### src/rtl/piso_pkg.sv
// Shared types and sizing helpers for the PISO transmit arbiter slice.
package piso_pkg;

  typedef enum logic [1:0] {
    IDLE  = 2'd0,
    SHIFT = 2'd1,
    GAP   = 2'd2
  } state_e;

  // Counter width that never collapses to zero bits.
  function automatic int unsigned cnt_width(input int unsigned n);
    return ($clog2(n) < 1) ? 1 : $clog2(n);
  endfunction

endpackage

### src/rtl/piso_core.sv
// Parallel-load, MSB-first shift register with zero fill.
module piso_core
  import piso_pkg::*;
#(
  parameter int unsigned WIDTH = 8
) (
  input  logic             clk,
  input  logic             rst_n,
  input  logic             load,
  input  logic             shift_en,
  input  logic [WIDTH-1:0] par_in,
  output logic             ser_out
);

  logic [WIDTH-1:0] shreg_q;
  logic [WIDTH-1:0] shreg_d;

  always_comb begin
    shreg_d = shreg_q;
    if (load) begin
      shreg_d = par_in;
    end else if (shift_en) begin
      shreg_d = {shreg_q[WIDTH-2:0], 1'b0};
    end
  end

  always_ff @(posedge clk or negedge rst_n) begin
    if (!rst_n) begin
      shreg_q <= '0;
    end else begin
      shreg_q <= shreg_d;
    end
  end

  assign ser_out = shreg_q[WIDTH-1];

endmodule

### src/rtl/piso_tx_arbiter.sv
// Round-robin arbiter feeding one shared PISO; frames each word and pads an idle gap.
module piso_tx_arbiter
  import piso_pkg::*;
#(
  parameter int unsigned WIDTH      = 8,
  parameter int unsigned NREQ       = 4,
  parameter int unsigned GAP_CYCLES = 1
) (
  input  logic                     clk,
  input  logic                     rst_n,
  input  logic [NREQ-1:0]          req_valid,
  input  logic [NREQ*WIDTH-1:0]    req_data,
  output logic [NREQ-1:0]          req_ready,
  output logic                     serial_out,
  output logic                     serial_valid,
  output logic                     frame_start,
  output logic                     frame_end,
  output logic [$clog2(NREQ)-1:0]  active_id,
  output logic                     busy
);

  localparam int unsigned IDW = $clog2(NREQ);
  localparam int unsigned BCW = cnt_width(WIDTH);
  localparam int unsigned GCW = cnt_width(GAP_CYCLES);

  state_e           state_q, state_d;
  logic [IDW-1:0]   rr_ptr_q, rr_ptr_d;
  logic [BCW-1:0]   bit_cnt_q, bit_cnt_d;
  logic [GCW-1:0]   gap_cnt_q, gap_cnt_d;
  logic [IDW-1:0]   active_id_q, active_id_d;
  logic             serial_valid_q, serial_valid_d;
  logic             frame_start_q, frame_start_d;
  logic             frame_end_q, frame_end_d;
  logic             busy_q, busy_d;

  logic [IDW-1:0]   grant;
  logic             found;
  int unsigned      idx;
  logic             transfer;
  logic [WIDTH-1:0] load_word;
  logic             ser_bit;

  // First valid requester at or after rr_ptr, wrapping modulo NREQ.
  always_comb begin
    grant = '0;
    found = 1'b0;
    idx   = 0;
    for (int unsigned i = 0; i < NREQ; i++) begin
      idx = 32'(rr_ptr_q) + i;
      if (idx >= NREQ) idx = idx - NREQ;
      if (!found && req_valid[idx[IDW-1:0]]) begin
        found = 1'b1;
        grant = idx[IDW-1:0];
      end
    end
  end

  always_comb begin
    req_ready = '0;
    if (rst_n && (state_q == IDLE) && found) begin
      req_ready[grant] = 1'b1;
    end
  end

  assign transfer  = |(req_valid & req_ready);
  assign load_word = req_data[32'(grant)*WIDTH +: WIDTH];

  always_comb begin
    state_d     = state_q;
    rr_ptr_d    = rr_ptr_q;
    bit_cnt_d   = bit_cnt_q;
    gap_cnt_d   = gap_cnt_q;
    active_id_d = active_id_q;
    unique case (state_q)
      IDLE: begin
        if (transfer) begin
          active_id_d = grant;
          rr_ptr_d    = (grant == IDW'(NREQ - 1)) ? '0 : grant + 1'b1;
          bit_cnt_d   = BCW'(WIDTH - 1);
          state_d     = SHIFT;
        end
      end
      SHIFT: begin
        if (bit_cnt_q == '0) begin
          if (GAP_CYCLES == 0) begin
            state_d = IDLE;
          end else begin
            gap_cnt_d = GCW'(GAP_CYCLES - 1);
            state_d   = GAP;
          end
        end else begin
          bit_cnt_d = bit_cnt_q - 1'b1;
        end
      end
      GAP: begin
        if (gap_cnt_q == '0) begin
          state_d = IDLE;
        end else begin
          gap_cnt_d = gap_cnt_q - 1'b1;
        end
      end
      default: state_d = IDLE;
    endcase
    // Framing flags are precomputed from next state so they leave flops.
    serial_valid_d = (state_d == SHIFT);
    frame_start_d  = transfer;
    frame_end_d    = (state_d == SHIFT) && (bit_cnt_d == '0);
    busy_d         = (state_d != IDLE);
  end

  always_ff @(posedge clk or negedge rst_n) begin
    if (!rst_n) begin
      state_q        <= IDLE;
      rr_ptr_q       <= '0;
      bit_cnt_q      <= '0;
      gap_cnt_q      <= '0;
      active_id_q    <= '0;
      serial_valid_q <= 1'b0;
      frame_start_q  <= 1'b0;
      frame_end_q    <= 1'b0;
      busy_q         <= 1'b0;
    end else begin
      state_q        <= state_d;
      rr_ptr_q       <= rr_ptr_d;
      bit_cnt_q      <= bit_cnt_d;
      gap_cnt_q      <= gap_cnt_d;
      active_id_q    <= active_id_d;
      serial_valid_q <= serial_valid_d;
      frame_start_q  <= frame_start_d;
      frame_end_q    <= frame_end_d;
      busy_q         <= busy_d;
    end
  end

  piso_core #(
    .WIDTH(WIDTH)
  ) u_core (
    .clk      (clk),
    .rst_n    (rst_n),
    .load     (transfer),
    .shift_en (state_q == SHIFT),
    .par_in   (load_word),
    .ser_out  (ser_bit)
  );

  assign serial_out   = ser_bit & serial_valid_q;
  assign serial_valid = serial_valid_q;
  assign frame_start  = frame_start_q;
  assign frame_end    = frame_end_q;
  assign active_id    = active_id_q;
  assign busy         = busy_q;

endmodule

### config.mk
export PLATFORM = sky130hd
export DESIGN_NAME = piso_tx_arbiter
export DESIGN_NICKNAME = d
export VERILOG_FILES = /design/src/rtl/piso_pkg.sv /design/src/rtl/piso_core.sv /design/src/rtl/piso_tx_arbiter.sv
export SDC_FILE = /design/constraint.sdc
export NUM_CORES = 1
export LEC_CHECK = 0
export ABC_AREA = 1
export CORE_MARGIN = 4
export CORE_UTILIZATION = 52
export CTS_BUF_LIST = sky130_fd_sc_hd__clkbuf_16
export CTS_CLUSTER_DIAMETER = 80
export DETAILED_ROUTE_END_ITERATION = 10
export PLACE_DENSITY = 0.93
export SLEW_MARGIN = 20
export SYNTH_ARGS = -nofsm -noshare
export SYNTH_HDL_FRONTEND = slang
export SYNTH_SLANG_ARGS = --single-unit
export TNS_END_PERCENT = 50
### constraint.sdc
create_clock -name clk -period 3.8 [get_ports clk]
set_clock_uncertainty 0.15 [all_clocks]
set_input_delay 0.95 -clock clk [delete_from_list [all_inputs] [get_ports clk]]
set_output_delay 0.95 -clock clk [all_outputs]
set_load 0.03 [all_outputs]
==> reports/qor.txt <==
Outcome - complete, no violations
Share of cells above drive strength 1 - 22.47%
CP Launch Type - input port
Crit path max fanout - 4
TritonCTS Buffers - 3
Final Slew Violations - 0
Boundary pin count - 49
Via density - 5.297
Antenna Violating Nets Remaining - 0
Pwr per Cell Area - 1007 mW/mm2
Hold path start - active_id[0]
Die width - 65.40 um
Post-DP HPWL - 3554 um
CTS clk-pin slew, worst paths - 50 ps
Final design utilization - 82.22%
Syn Area/Cell - 6.665 um2
Chip height - 65.40 um
WHS - 319.8 ps
Final hold vios - 0
Crit path arrival time - 2520 ps
I/O Buffers - 48
Period minus WS final - 3615 ps
Yosys reg bits - 21
DRC Markers - 0
DP Worst Slack - -40.21 ps
Register area share after synthesis - 30.68%
Drt total wl - 4915 um
FF-to-FF Start - rr_ptr_q[0]
Fill cells - 217
# rows - 20
# Max-Cap Violations - 0
Area of the die - 0.004277 mm2
Hold Crit Class - flop to flop
Global Route Usage Sum - 21.96%
Vias post-DR - 1,907
Fin Setup TNS - 0 ps
Root buffer cell - clkbuf_16
# H-tree levels - 1
Clock Latency Late Sink - 250 ps
Final Cycle Share - 95.14%
Antenna violations before repair - 0
Grt total ovfl - 0
Fin worst setup slack - 184.8 ps
Flip-flop and latch area - 525.5 um2
Area delta synth->final - 48.94%
Max VDD drop - 0.0006945 V
Unrepaired setup endpoints after global routing - no
Avg WL per Cell - 13.65 um
Syn_nets - 298
WHS Endpoint - active_id[0]
Final GP Congestion - 0.8793
# hold bufs at CTS - 0
Slew @ Worst Pin - 783.0 ps
Core ar. - 0.003103 mm2
ANT cells - 0
Max_slew headroom - 47.60%
Final instance area - 0.002551 mm2
Leakage - 1.353 nW
Max Fclk - 276.6 MHz
Final Setup Violations - 0
DR pass1 iterations - 4
CP Data Required Time - 2700 ps
Initial drt markers - 188
R2r setup slk - 630 ps
Global-route wire length before repair - 7486 um
Synth unique cells - 26
Register-to-Register Path Depth - 18
Layout Nets - 358
Mapped Cells - 257
Clock sinks - 21
Crit. End Element - output port
Placed Area - 0.002273 mm2
Vias in the first global route - 1,745
Kind of critical path - input port to output port
Hold Path Stages - 2
CTS tree - done
Largest net degree at the start of global routing - 22
Post-Syn Area - 0.001713 mm2
Critical R2R Capture - u_core.shreg_q[6]
Yosys warnings - 0
Multi-input gate area - 0.001114 mm2
Initial cell density of the core - 55.20%
CTS max path bufs - 2
-- worst max-delay path: stages --
cell and delay [ps]:
clkdlybuf4s50_1 500, nor3b_1 550, nand2_8 130, nor3_2 210, buf_4 180
-- per-layer routing --
layer,track usage (%),share of wire (%),wire length (um),vias up
met4,7.513,2.1,105,0
li1,-,-,-,941
met2,37.17,51,2503,74
met3,2.906,6.7,328,14
met5,0,0,0,-
met1,28.73,40,1978,878
-- worst max path at each step --
stage | slack [ps] | from | endpoint
after floorplan | 190 | req_valid[1] | req_ready[1]
after global placement | 10 | req_valid[1] | req_ready[0]
after detailed placement | -40 | req_valid[1] | req_ready[0]
after CTS | 20 | req_valid[1] | req_ready[0]
after global routing | 100 | rst_n | req_ready[1]
final | 180 | rst_n | req_ready[1]
-- cell families (layout without fill, tap and decap cells) --
| logic type | count (synthesis) | in the layout | share of synthesized area (%) |
|---|---|---|---|
| buffers and inverters | 48 | 107 | 11.54 |
| adders and majority gates | 3 | 3 | 2.192 |
| and+or+nand+nor | 177 | 177 | 52.45 |
| DFF | 21 | 21 | 30.68 |
| AOI/OAI and AO/OA | 8 | 8 | 3.140 |
-- flip-flops by register name, summed over array words and instances (netlist names) --
name,cells
active_id,2
bit_cnt_q,3
busy,1
frame_end,1
frame_start,1
rr_ptr_q,2
serial_valid,1
state_q,2
u_core.shreg_q,8
-- through the flow --
step / instances / power [mW]
global placement: 352 / 2.026
global route: 360 / 2.799
floorplan: 257 / 1.618
detailed placement: 352 / 2.063
finish: 360 / 2.570
CTS: 356 / 2.305
-- what timing repair did --
action                                  in CTS  in global routing
pin swaps                                    0                 10
buffers inserted                             0                  4
endpoints found under the setup margin       1                  4
gates resized for setup                      1                 38
-- cell type report --
type / count / share of cell area (%)
multi-input cells: 188 / 43.65
repair buffers: 63 / 24.47
flip-flops and latches: 21 / 20.60
inverters: 40 / 5.983
clock buffers: 3 / 2.943
well taps: 44 / 2.158
clock inverters: 1 / 0.1962
-- synth_stat cells (all sizes together) --
library cell / instances / area [um2]
nand2: 110 / 442.9
inv: 40 / 150.1
nand3: 29 / 222.7
nand4: 22 / 137.6
dfrtp: 21 / 525.5
nor2: 12 / 72.57
buf: 5 / 36.28
clkbuf: 3 / 11.26
ha: 3 / 37.54
nor3: 3 / 15.01
a31oi: 2 / 12.51
o21a: 2 / 15.01
o21ai: 2 / 10.00
a31o: 1 / 8.760
nor3b: 1 / 7.510
o211ai: 1 / 7.510
-- cells in the final DEF (no fill, tap or decap), types with 2 or more instances in the layout --
cell              n
inv_2             6
buf_6             3
inv_1            33
nand3_4           7
clkbuf_16         3
dfrtp_1          21
dlymetal6s2s_1    4
nand2_2          12
nand2_4           4
nor2_1            7
nor2_4            4
nand4_1          22
nand3_2           8
clkdlybuf4s50_1  40
o21a_1            2
nand2_1          93
ha_1              3
nand3_1          14
buf_4            14
-- report_power, final --
part | leakage [nW] | internal [mW] | switching, mW
clock | 0.0409 | 0.141 | 0.0758
sequential | 0.253 | 0.330 | 0.0780
combinational | 1.06 | 0.747 | 1.20
No activity file was read; power rests on OpenSTA's default activity.
